### src/rtl/pwm_carrier_sched.sv
// Symmetric 8-bit triangle carrier with prescaled step strobe and valley/peak-synchronous duty double-buffering.
// Latency: write->pending 1 clk, write->duty_active at next load event; no backpressure, writes accepted every cycle.
module pwm_carrier_sched #(
   parameter int N_LEGS      = 6,
   parameter int LEG_W       = 3,
   parameter bit UPDATE_BOTH = 1'b0
) (
   input  logic                  sys_clk,
   input  logic                  rst_n,
   input  logic                  en,
   input  logic [7:0]            divider,
   input  logic                  wr_en,
   input  logic [LEG_W-1:0]      wr_leg,
   input  logic [7:0]            wr_duty,
   output logic [7:0]            carrier,
   output logic                  sys_ce,
   output logic [8*N_LEGS-1:0]   duty_active,
   output logic [N_LEGS-1:0]     pending,
   output logic                  valley_pulse,
   output logic                  peak_pulse
);

   logic [7:0]              presc_q;
   logic [7:0]              div_l_q;
   logic                    armed_q;
   logic                    en_q;
   logic                    dir_up_q;
   logic [N_LEGS-1:0][7:0]  shadow_q;
   logic [N_LEGS-1:0][7:0]  duty_q;

   logic [7:0]              div_eff;
   logic                    restart;
   logic                    tick;
   logic [7:0]              car_nxt;
   logic                    dir_nxt;
   logic                    at_valley;
   logic                    at_peak;
   logic                    load;
   logic [N_LEGS-1:0]       wr_hit;

   // Until the first enabled edge has latched it, the live divider governs the interval.
   assign div_eff = armed_q ? div_l_q : divider;
   assign restart = en && !en_q;
   assign tick    = en && !restart && (presc_q == div_eff);

   always_comb begin
      car_nxt = carrier;
      dir_nxt = dir_up_q;
      if (tick) begin
         if (dir_up_q) begin
            car_nxt = carrier + 8'd1;
            if (carrier == 8'd254) dir_nxt = 1'b0;
         end else begin
            car_nxt = carrier - 8'd1;
            if (carrier == 8'd1) dir_nxt = 1'b1;
         end
      end
   end

   assign at_valley = tick && (car_nxt == 8'd0);
   assign at_peak   = tick && (car_nxt == 8'd255);
   assign load      = restart || at_valley || (UPDATE_BOTH && at_peak);

   always_comb begin
      wr_hit = '0;
      for (int k = 0; k < N_LEGS; k++) begin
         wr_hit[k] = wr_en && (wr_leg == LEG_W'(k));
      end
   end

   always_ff @(posedge sys_clk or negedge rst_n) begin
      if (!rst_n) begin
         presc_q      <= 8'd0;
         div_l_q      <= 8'd0;
         armed_q      <= 1'b0;
         en_q         <= 1'b1;
         carrier      <= 8'd0;
         dir_up_q     <= 1'b1;
         sys_ce       <= 1'b0;
         valley_pulse <= 1'b0;
         peak_pulse   <= 1'b0;
      end else begin
         en_q <= en;
         if (!en || restart) begin
            presc_q      <= 8'd0;
            div_l_q      <= divider;
            armed_q      <= 1'b0;
            carrier      <= 8'd0;
            dir_up_q     <= 1'b1;
            sys_ce       <= 1'b0;
            valley_pulse <= restart;
            peak_pulse   <= 1'b0;
         end else begin
            armed_q <= 1'b1;
            if (tick) begin
               presc_q <= 8'd0;
               div_l_q <= divider;
            end else begin
               presc_q <= presc_q + 8'd1;
               if (!armed_q) div_l_q <= divider;
            end
            carrier      <= car_nxt;
            dir_up_q     <= dir_nxt;
            sys_ce       <= tick;
            valley_pulse <= at_valley;
            peak_pulse   <= at_peak;
         end
      end
   end

   // A write on a load edge lands in the shadow only; the active copy takes the pre-write shadow.
   always_ff @(posedge sys_clk or negedge rst_n) begin
      if (!rst_n) begin
         shadow_q <= '0;
         duty_q   <= '0;
         pending  <= '0;
      end else begin
         for (int k = 0; k < N_LEGS; k++) begin
            if (wr_hit[k]) shadow_q[k] <= wr_duty;
         end
         if (!en)       duty_q <= '0;
         else if (load) duty_q <= shadow_q;
         pending <= (load ? '0 : pending) | wr_hit;
      end
   end

   assign duty_active = duty_q;

endmodule

### config.mk
export PLATFORM = sky130hd
export DESIGN_NAME = pwm_carrier_sched
export DESIGN_NICKNAME = d
export VERILOG_FILES = /design/src/rtl/pwm_carrier_sched.sv
export SDC_FILE = /design/constraint.sdc
export NUM_CORES = 1
export LEC_CHECK = 0
export CAP_MARGIN = 20
export CORE_ASPECT_RATIO = 0.5
export CORE_MARGIN = 1
export CORE_UTILIZATION = 50
export CTS_BUF_LIST = sky130_fd_sc_hd__clkbuf_8
export CTS_CLUSTER_SIZE = 25
export DETAILED_ROUTE_END_ITERATION = 16
export HOLD_SLACK_MARGIN = 0.06
export PLACE_DENSITY = 0.76
export SLEW_MARGIN = 25
export SYNTH_ARGS = -nofsm -noshare
export SYNTH_HDL_FRONTEND = slang
export SYNTH_SLANG_ARGS = --single-unit
### constraint.sdc
create_clock -name sys_clk -period 2.7 [get_ports sys_clk]
set_input_delay 0.81 -clock sys_clk [delete_from_list [all_inputs] [get_ports sys_clk]]
set_output_delay 0.81 -clock sys_clk [all_outputs]
set_load 0.01 [all_outputs]
==> results.md <==
- Max VDD drop: 0.340 mV
- Num rows: 29
- Post-Syn Area per Cell: roughly 10 sq um
- Pre-CTS WS: -0.867 ns
- EDFF count, synth: 0
- Distinct cells, synth: 46
- Slowest stage delay, CP: between 0.5 and 0.6 ns
- Fin Setup TNS: -9.50 ns
- CP top delay family: simple AND/OR/NAND/NOR gates
- Residual DRC: 0
- Max Clock Skew: 0.0145 ns
- Most common cell in the synthesized netlist: dfrtp_1
- Leak: 0.00397 uW
- Reg clk slew, reported paths: 0.08 ns
- Nets: about 830
- Final setup fails: 52
- Antenna violations before repair: 0
- Net Count, Synth: 700
- Post-synth ARST share: 100%
- CP endpoint kind: flop
- Starting density of the core: between 50% and 60%
- Synth area leader: dfrtp_1
- I/O Pins: between 80 and 90
- MaxCap Viol Count: 0
- Full die area: 14100 sq um
- Synthesized area: 6820 sq um
- Worst Setup SP: carrier[2]
- Achievable Freq: about 0.34 GHz
- Top post-synthesis cells by count: dfrtp_1 (130), nand2_1 (61), nand3_1 (60), nor2_1 (59), mux2_2 (56)
- Startpoint Class: flop
- Clk_lat worst skew: between 0.4 and 0.5 ns
- Antenna Cells: 0
- Worst reg2reg path startpoint: carrier[2]
- Core Region: 13000 sq um
- FF-to-FF End: duty_active[33]
- Cell Chain, Critical Path: or4_4 > a21oi_4 > xnor2_1 > nand3_2 > a2111o_4 > buf_12 > or4_1 > nand3_1
- First-pass GRT wire length: 29.6 mm
- Post-DRT Antenna Nets: 0
- GRT Total Usage: 26.7%
- CTS tree: done
- GR Overflow Total: 0
- GPL Wtd Cong: 0.848
- CP max-delay cell: a2111o_4
- Vias/cell: between 6 and 7
- Layout cells sized above 1: 29.2%
- Total number of vias: 6165
- Critical Path RT: about 3.1 ns
- Area share of the largest cell type after synthesis: about 48%
- Synth Flop Type: dfrtp_1
- Syn Inst Count: around 670
- Die height: 84.6 um
- Worst path depth: 8
- Top cells by area, synth: dfrtp_1 (48%), mux2_2 (9.3%), o211ai_1 (5.4%), or4_1 (5.4%), nand3_1 (4.4%)
- Wirelength, routed: 19.5 mm
- Pre-antenna DRT Iters: 7
- Yosys reg bits: 132
- Tot Pwr: 4770 uW
- CTS Hold Bufs: 0
- Clk sinks: approximately 130
- Violated checks: setup timing
- Seq. cell area: 3310 sq um
- CP Class: flop to flop
- CP bufs+invs: 1
- Flop2flop setup slack: -0.24 ns
- Critical Path AT: between 3 and 4 ns
- HPWL after detailed placement: 11.4 mm
- Die X: about 170 um
- Root Buffer: clkbuf_8
- PD cells: 524 nW/um^2
- Max FO, Critical Path: 6
- Port buffer count: slightly below 90
- Pin count of the biggest net entering global routing: 100
- Status: finished with violations
- Longest Clk Path Bufs: 2
- Core Util, Final: between 70% and 80%
- RSZ-0062 raised after global routing: true
- Filler Cells Inserted: 949
- Layout area overhead: 33.7%
- Vias in the first global route: between 5000 and 6000
- Crit share post-route: 109%
- Register area share after synthesis: 48.5%
- Number of failing hold endpoints at the final stage: 0
- # H-tree levels: 4
- WL per Instance: just under 20 um
- Worst-Margin Slew: 0.996 ns
- Crit path to: duty_active[33]
- Min cycle time layout: slightly below 3 ns
- CTS Buf Count: 17
- Worst Slack Setup Final: -0.238 ns
- Multi-input logic area: approximately 3500 sq um
- Hold crit path type: input pin to async pin
- Slew Limit Fails: 0
- Drt initial violations: 542
- Yosys warnings: 0
- Worst slew margin: 33.6%
- FF-to-FF path depth: 8
-- through the flow --
step / hold slack [ns] / std cells / cell area [sq um]
5_1_grt: 0.376 / 982 / 9110
2_1_floorplan: 0.479 / 672 / 6820
3_5_place_dp: 0.493 / 934 / 8230
6_report: 0.357 / 982 / 9110
3_3_place_gp: 0.487 / 934 / 8230
4_1_cts: 0.365 / 975 / 8700
-- placed cells by master (no fill, tap or decap), types with 3 or more instances in the layout --
cell type | Yosys | routed
o211ai_1 | 49 | 49
xnor2_1 | 13 | 11
nand3_1 | 60 | 42
clkdlybuf4s50_1 | 0 | 77
o21ai_1 | 1 | 3
a31oi_1 | 42 | 41
inv_1 | 4 | 4
clkinvlp_4 | 0 | 6
a31o_1 | 4 | 4
buf_4 | 0 | 66
xor2_1 | 9 | 9
nand4_1 | 3 | 3
buf_12 | 0 | 9
nor3_1 | 4 | 3
clkinv_4 | 0 | 4
clkbuf_16 | 0 | 4
dlygate4sd2_1 | 0 | 7
mux2i_1 | 8 | 3
dfrtp_1 | 130 | 129
nor2_1 | 59 | 59
nand4b_1 | 3 | 3
clkbuf_8 | 0 | 18
a21oi_1 | 4 | 3
and3_1 | 5 | 5
or4_4 | 0 | 20
ha_1 | 5 | 5
nand2_1 | 61 | 60
mux2_2 | 56 | 56
a32oi_1 | 8 | 8
buf_6 | 6 | 5
or4_1 | 49 | 29
nand3_2 | 0 | 18
mux2i_4 | 0 | 3
-- final cells by class --
cell class                 count  share of cell area (%)
clock buffer                  18                    2.72
clock inverter                14                    1.18
inverter                       5                   0.206
multi-input combinational    472                    38.7
sequential                   132                    36.3
tap                          170                    2.33
timing repair buffer         171                    18.6
-- sequential cells by signal, summed over array words and instances, names as in the netlist --
register	count
pending	6
en_q	1
duty_active	48
armed_q	1
sys_ce	1
dir_up_q	1
valley_pulse	1
presc_q	8
div_l_q	8
peak_pulse	1
shadow_q	48
carrier	8
-- worst min path at each step --
stage                      start  slack, ns              end  depth (start not counted)
floorplan             div_l_q[0]       0.48       div_l_q[0]                          1
global placement      div_l_q[3]       0.49       div_l_q[3]                          1
detailed placement  shadow_q[28]       0.49     shadow_q[28]                          1
CTS                        rst_n       0.37     shadow_q[36]                          1
global route               rst_n       0.38  duty_active[38]                          1
finish                     rst_n       0.36     shadow_q[36]                          1
-- metal layers --
| layer | global-route usage, % | up-vias | share of wire [%] |
|---|---|---|---|
| met5 | 0 | - | 0 |
| met2 | 44.0 | 236 | 48 |
| met4 | 8.08 | 0 | 1.4 |
| li1 | - | 2760 | - |
| met3 | 5.28 | 32 | 6.6 |
| met1 | 36.0 | 3137 | 44 |
-- cells by family after synthesis --
kind of cell	after synthesis	share of synthesized area, %
flip-flops	132	48.5
AND/OR/NAND/NOR	262	20.2
adder cells (fa/ha/maj)	5	0.918
buffers and inverters	69	4.52
multiplexers	64	10.4
AO/OA/AOI/OAI	117	12.4
XOR/XNOR	23	3.07
-- timing repair --
item | 4_1_cts | 5_1_grt
gates cloned | 0 | 5
pin swaps | 18 | 23
resized for setup | 21 | 64
setup buffers | 9 | 2
setup endpoints to repair | 56 | 55
-- report_power, final --
group	switching, uW	internal, uW	leakage [uW]
registers	180	2230	0.00169
clock network	870	664	0.000164
logic	391	438	0.00212
-- worst register-to-register path, stage by stage, from the launching register on --
cell and delay (ns):
dfrtp_1 0.40, or4_4 0.56, a21oi_4 0.20, xnor2_1 0.20, nand3_2 0.18, a2111o_4 0.57, buf_12 0.18, or4_1 0.49
nand3_1 0.09
Power figures use the tool's default switching activity.
